## src/rtl/baser_block_lock_ctrl.sv

```systemverilog
// Block-lock controller for the BASE-R 64B/66B receive path: sync-header
// based lock FSM with bit-slip request, checker gating and statistics.
module baser_block_lock_ctrl #(
  parameter int HDR_WIDTH    = 2,
  parameter int SH_CNT_MAX   = 64,
  parameter int SH_INVLD_MAX = 16,
  parameter int SLIP_WAIT    = 2
) (
  input  logic                 clk,
  input  logic                 i_rst_n,
  input  logic                 i_valid,
  input  logic [HDR_WIDTH-1:0] i_sh,
  input  logic                 i_clear_counts,
  output logic                 o_block_lock,
  output logic                 o_slip,
  output logic                 o_chk_enable,
  output logic [1:0]           o_state,
  output logic [31:0]          o_slip_count,
  output logic [31:0]          o_lock_loss_count
);

  typedef enum logic [1:0] {
    ST_HUNT      = 2'd0,
    ST_SLIP_WAIT = 2'd1,
    ST_LOCKED    = 2'd2
  } state_t;

  localparam logic [6:0]  SH_CNT_MAX_C   = 7'(SH_CNT_MAX);
  localparam logic [4:0]  SH_INVLD_MAX_C = 5'(SH_INVLD_MAX);
  localparam logic [3:0]  SLIP_WAIT_C    = 4'(SLIP_WAIT);
  localparam logic [31:0] CNT_SAT        = 32'hFFFF_FFFF;

  state_t      r_state;
  logic [6:0]  r_sh_cnt;
  logic [4:0]  r_sh_invld_cnt;
  logic [3:0]  r_wait_cnt;
  logic        r_block_lock;
  logic        r_slip;
  logic [31:0] r_slip_count;
  logic [31:0] r_lock_loss_count;

  state_t      w_state_nxt;
  logic [6:0]  w_sh_cnt_nxt;
  logic [4:0]  w_sh_invld_cnt_nxt;
  logic [3:0]  w_wait_cnt_nxt;
  logic        w_block_lock_nxt;
  logic        w_slip_nxt;
  logic        w_slip_inc;
  logic        w_loss_inc;
  logic [31:0] w_slip_count_nxt;
  logic [31:0] w_lock_loss_count_nxt;

  logic        w_sh_valid;
  logic [6:0]  w_sh_cnt_inc;
  logic [4:0]  w_sh_invld_cnt_inc;

  // Only 01 and 10 are legal sync headers, i.e. the two bits differ.
  assign w_sh_valid         = i_sh[1] ^ i_sh[0];
  assign w_sh_cnt_inc       = r_sh_cnt + 7'd1;
  assign w_sh_invld_cnt_inc = r_sh_invld_cnt + {4'd0, ~w_sh_valid};

  // NOTE: every always_comb output gets a default first so no path can leave it unassigned (no latches).
  always_comb begin
    w_state_nxt        = r_state;
    w_sh_cnt_nxt       = r_sh_cnt;
    w_sh_invld_cnt_nxt = r_sh_invld_cnt;
    w_wait_cnt_nxt     = r_wait_cnt;
    w_block_lock_nxt   = r_block_lock;
    w_slip_nxt         = 1'b0;
    w_slip_inc         = 1'b0;
    w_loss_inc         = 1'b0;

    if (i_valid) begin
      unique case (r_state)
        ST_HUNT: begin
          if (w_sh_valid) begin
            if (w_sh_cnt_inc == SH_CNT_MAX_C) begin
              w_state_nxt        = ST_LOCKED;
              w_block_lock_nxt   = 1'b1;
              w_sh_cnt_nxt       = 7'd0;
              w_sh_invld_cnt_nxt = 5'd0;
            end else begin
              w_sh_cnt_nxt = w_sh_cnt_inc;
            end
          end else begin
            w_state_nxt    = ST_SLIP_WAIT;
            w_sh_cnt_nxt   = 7'd0;
            w_wait_cnt_nxt = SLIP_WAIT_C;
            w_slip_nxt     = 1'b1;
            w_slip_inc     = 1'b1;
          end
        end

        ST_SLIP_WAIT: begin
          // Header contents are meaningless until the aligner has settled.
          if (r_wait_cnt <= 4'd1) begin
            w_state_nxt    = ST_HUNT;
            w_wait_cnt_nxt = 4'd0;
            w_sh_cnt_nxt   = 7'd0;
          end else begin
            w_wait_cnt_nxt = r_wait_cnt - 4'd1;
          end
        end

        ST_LOCKED: begin
          // Loss of lock is checked before window end so it wins a tie.
          if (w_sh_invld_cnt_inc == SH_INVLD_MAX_C) begin
            w_state_nxt        = ST_SLIP_WAIT;
            w_block_lock_nxt   = 1'b0;
            w_sh_cnt_nxt       = 7'd0;
            w_sh_invld_cnt_nxt = 5'd0;
            w_wait_cnt_nxt     = SLIP_WAIT_C;
            w_slip_nxt         = 1'b1;
            w_slip_inc         = 1'b1;
            w_loss_inc         = 1'b1;
          end else if (w_sh_cnt_inc == SH_CNT_MAX_C) begin
            w_sh_cnt_nxt       = 7'd0;
            w_sh_invld_cnt_nxt = 5'd0;
          end else begin
            w_sh_cnt_nxt       = w_sh_cnt_inc;
            w_sh_invld_cnt_nxt = w_sh_invld_cnt_inc;
          end
        end

        default: begin
          w_state_nxt        = ST_HUNT;
          w_block_lock_nxt   = 1'b0;
          w_sh_cnt_nxt       = 7'd0;
          w_sh_invld_cnt_nxt = 5'd0;
          w_wait_cnt_nxt     = 4'd0;
        end
      endcase
    end
  end

  // Statistics: clear beats increment, increments saturate at all-ones.
  always_comb begin
    w_slip_count_nxt      = r_slip_count;
    w_lock_loss_count_nxt = r_lock_loss_count;
    if (i_clear_counts) begin
      w_slip_count_nxt      = 32'd0;
      w_lock_loss_count_nxt = 32'd0;
    end else begin
      if (w_slip_inc && (r_slip_count != CNT_SAT)) begin
        w_slip_count_nxt = r_slip_count + 32'd1;
      end
      if (w_loss_inc && (r_lock_loss_count != CNT_SAT)) begin
        w_lock_loss_count_nxt = r_lock_loss_count + 32'd1;
      end
    end
  end

  // NOTE: state registers use non-blocking assignments so every flop samples pre-edge values.
  always_ff @(posedge clk or negedge i_rst_n) begin
    if (!i_rst_n) begin
      r_state           <= ST_HUNT;
      r_sh_cnt          <= 7'd0;
      r_sh_invld_cnt    <= 5'd0;
      r_wait_cnt        <= 4'd0;
      r_block_lock      <= 1'b0;
      r_slip            <= 1'b0;
      r_slip_count      <= 32'd0;
      r_lock_loss_count <= 32'd0;
    end else begin
      r_state           <= w_state_nxt;
      r_sh_cnt          <= w_sh_cnt_nxt;
      r_sh_invld_cnt    <= w_sh_invld_cnt_nxt;
      r_wait_cnt        <= w_wait_cnt_nxt;
      r_block_lock      <= w_block_lock_nxt;
      r_slip            <= w_slip_nxt;
      r_slip_count      <= w_slip_count_nxt;
      r_lock_loss_count <= w_lock_loss_count_nxt;
    end
  end

  assign o_block_lock      = r_block_lock;
  assign o_chk_enable      = r_block_lock;
  assign o_slip            = r_slip;
  assign o_state           = r_state;
  assign o_slip_count      = r_slip_count;
  assign o_lock_loss_count = r_lock_loss_count;

endmodule
```

## config.mk

```make
export PLATFORM = sky130hd
export DESIGN_NAME = baser_block_lock_ctrl
export DESIGN_NICKNAME = d
export VERILOG_FILES = /design/src/rtl/baser_block_lock_ctrl.sv
export SDC_FILE = /design/constraint.sdc
export NUM_CORES = 1
export LEC_CHECK = 0
export CAP_MARGIN = 20
export CORE_MARGIN = 3
export CORE_UTILIZATION = 55
export CTS_CLUSTER_DIAMETER = 120
export DETAILED_ROUTE_END_ITERATION = 7
export GPL_ROUTABILITY_DRIVEN = 0
export GPL_TIMING_DRIVEN = 1
export PLACE_DENSITY = 0.83
export SLEW_MARGIN = 0
export SYNTH_ARGS = -nofsm -noshare
export SYNTH_HDL_FRONTEND = slang
export SYNTH_SLANG_ARGS = --single-unit
```

## constraint.sdc

```tcl
create_clock -name clk -period 6.3 [get_ports clk]
set_input_delay 1.26 -clock clk [delete_from_list [all_inputs] [get_ports clk]]
set_output_delay 1.26 -clock clk [all_outputs]
set_load 0.01 [all_outputs]
```

==> flow_summary_export.csv <==
group,metric,value,unit
logic_synthesis,yosysMostFrequentCell,"dfrtp_1",
die,initial_core_util,57.9,%
clock_tree,cts.sinks,84,
die,num_rows,33,
drt,wire_per_inst,16.7,um
sta,setup_viol,0,
setup_path,cp.required,6.54,ns
drt,viasPerCell,6.14,
die,num_io_pins,75,
drt,drc,0,
die,die_width,100,um
sta,finClkSkew,0.0119,ns
grt,grt_pass1_wl,19700,um
die,die_area,10000,um2
clock_tree,cts_setup_buffers,0,
cells_and_area,area_delta_synth_final,19.6,%
setup_path,path_max_fanout,18,
cells_and_area,drive_above_1_share,7.24,%
clock_tree,cts_hold_buf,0,
clock_tree,htree_levels,3,
logic_synthesis,ys_ff_latch,84,
sta,slew_headroom,29.0,%
logic_synthesis,synthCells,525,
sta,fin_crit_sh,66.3,%
logic_synthesis,ys.flop_type,"dfrtp_1",
logic_synthesis,ys_seq_area_share,43.1,%
power_and_ir_drop,ir_drop,0.000134,V
setup_path,crit_arrival,4.41,ns
clock_tree,root_buffer,"clkbuf_8",
logic_synthesis,synth_cell_types,63,
logic_synthesis,syn_nets,538,
sta,setup-tns-final,0,ns
sta,rsz0062_at_grt,"false",
power_and_ir_drop,powerDensity,196,nW/um2
min_path,hold_path_class,"reg2reg",
cells_and_area,antenna_cells,0,
run_status,status,"finished, final reports clean",
grt,first_global_vias,4203,
clock_tree,clock_path_buffers,2,
setup_path,endpoint_kind,"flop",
logic_synthesis,synth.area.top_cells,"dfrtp_1 (43%), xor2_1 (5.9%), nor2_1 (5.3%)",
sta,fmax,0.240,GHz
drt,ant_nets,0,
drt,vias,4291,
logic_synthesis,ys.warnings.count,0,
clock_tree,cts_tree,"done",
drt,drt_wl_total,11700,um
sta,final_max_slew_viol_count,0,
grt,grt_max_degree,85,
sta,min_period,4.17,ns
clock_tree,numCtsBuffers,9,
logic_synthesis,syn_area_per_cell,9.28,um2
logic_synthesis,synth_edf_count,0,
grt,antenna_found_initial,0,
logic_synthesis,syn-cell-area,4870,um2
logic_synthesis,yosys.area.top_type_share,43.1,%
logic_synthesis,yosys.area.top_type,"dfrtp_1",
cells_and_area,layout.nets,602,
place,dp_hpwl,7940,um
grt,grt_usage,23.9,%
grt,globalRouteOverflowTotal,0,
sta,hold-worst-slack,0.506,ns
power_and_ir_drop,p_leak,2.34,nW
setup_path,path_class,"in2reg",
sta,worstMarginPinSlew,1.05,ns
die,core-area,8420,um2
drt,drt_iter0_drc,300,
setup_path,crit_path_start_kind,"primary input",
sta,hold_viol,0,
clock_tree,post_cts_resized,0,
drt,dr.pass1.iters,5,
logic_synthesis,yosys-top-cells-count,"dfrtp_1 (84), nor2_1 (69), nand2_1 (37), nand3_1 (37), xor2_1 (33)",
clock_tree,path_clk_slew,0.09,ns
clock_tree,clk_latency,0.35,ns
logic_synthesis,async_flop_share,100,%
die,die_h,100,um
run,maxCapViolCount,0,
place,io_buffers,74,
stage by stage:
stage	area, um2	power (mW)	std cells	utilization (%)	setup slack [ns]
after global routing	5830	1.20	699	69.2	1.96
after floorplan	4870	0.711	525	-	2.97
final	5830	1.14	699	69.2	2.13
after global placement	5610	0.760	681	66.6	1.96
after CTS	5790	1.14	697	68.8	2.20
after detailed placement	5610	0.770	681	66.6	1.81
cell usage in the layout (no fill, tap or decap), types with 3 or more instances in the layout:
cell type        Yosys  routed
a21oi_1             23      23
a31oi_1              5       5
and2_1               4       4
and3_1              14      14
and4_1               5       5
clkbuf_1            12       3
clkbuf_8             1       9
clkdlybuf4s50_1      0      72
dfrtp_1             84      84
ha_1                 7       7
inv_1               17      17
nand2_1             37      37
nand3_1             37      37
nand4_1             32      32
nand4b_1             3       3
nor2_1              69      69
nor2b_1              5       5
nor3_1               8       8
nor4_1               5       5
nor4_2               8       8
nor4_4               3       3
o21ai_0             21      21
o22ai_1              3       3
or3_1               15      15
xnor2_1             15      15
xor2_1              33      33
where the power goes:
| group | switching [mW] | total [mW] | internal [mW] |
|---|---|---|---|
| Clock | 0.194 | 0.377 | 0.183 |
| Sequential | 0.0268 | 0.590 | 0.563 |
| Combinational | 0.114 | 0.173 | 0.0593 |
registers in the layout (all words and copies together), names as in the netlist:
register           count
r_wait_cnt             4
r_sh_cnt               7
o_lock_loss_count     32
o_slip                 1
o_state                2
o_block_lock           1
o_slip_count          32
r_sh_invld_cnt         5
cell families after synthesis:
| family | count (synthesis) | synth area share [%] |
|---|---|---|
| flops | 84 | 43.1 |
| mux | 4 | 1.10 |
| simple gates | 267 | 31.6 |
| compound gates | 74 | 9.68 |
| buf+inv | 41 | 4.11 |
| xor+xnor | 48 | 8.63 |
| fa+ha+maj | 7 | 1.80 |
routing by layer:
layer / track usage [%] / vias up / part of all wire [%]
met5: 0 / - / 0
met1: 32.5 / 2114 / 43
met4: 7.77 / 0 / 1.4
met2: 39.1 / 152 / 50
met3: 3.82 / 16 / 5.6
li1: - / 2009 / -
final cells by class:
type	instances	area, um2
Timing Repair Buffer	77	773
Inverter	17	63.8
Multi-Input combinational cell	400	2570
Sequential cell	84	2100
Tap cell	105	131
Clock buffer	12	135
Fill cell	679	2600
Clock inverter	4	50.0
worst max-delay path, stage by stage:
cell	delay, ns
clkdlybuf4s50_1	0.42
xnor2_1	0.33
ha_1	0.27
ha_1	0.28
nor2_1	0.19
and3_2	0.29
a31o_1	0.63
nand3_1	0.24
nor2_1	0.16
mux2_1	0.34
path summary, 6_finish.rpt:
kind	endpoint	slack [ns]	depth (start not counted)	from
worst min-delay path	r_wait_cnt[2]	0.51	1	r_wait_cnt[2]
worst min register to register	r_wait_cnt[2]	0.51	1	r_wait_cnt[2]
worst max register to register	o_slip_count[22]	3.33	8	r_sh_invld_cnt[0]
min in group asynchronous	r_sh_invld_cnt[0]	0.73	1	i_rst_n
worst max-delay path	o_slip_count[22]	2.13	10	i_sh[0]
max in group asynchronous	o_slip_count[4]	4.99	2	i_rst_n
Power figures use the tool's default switching activity.
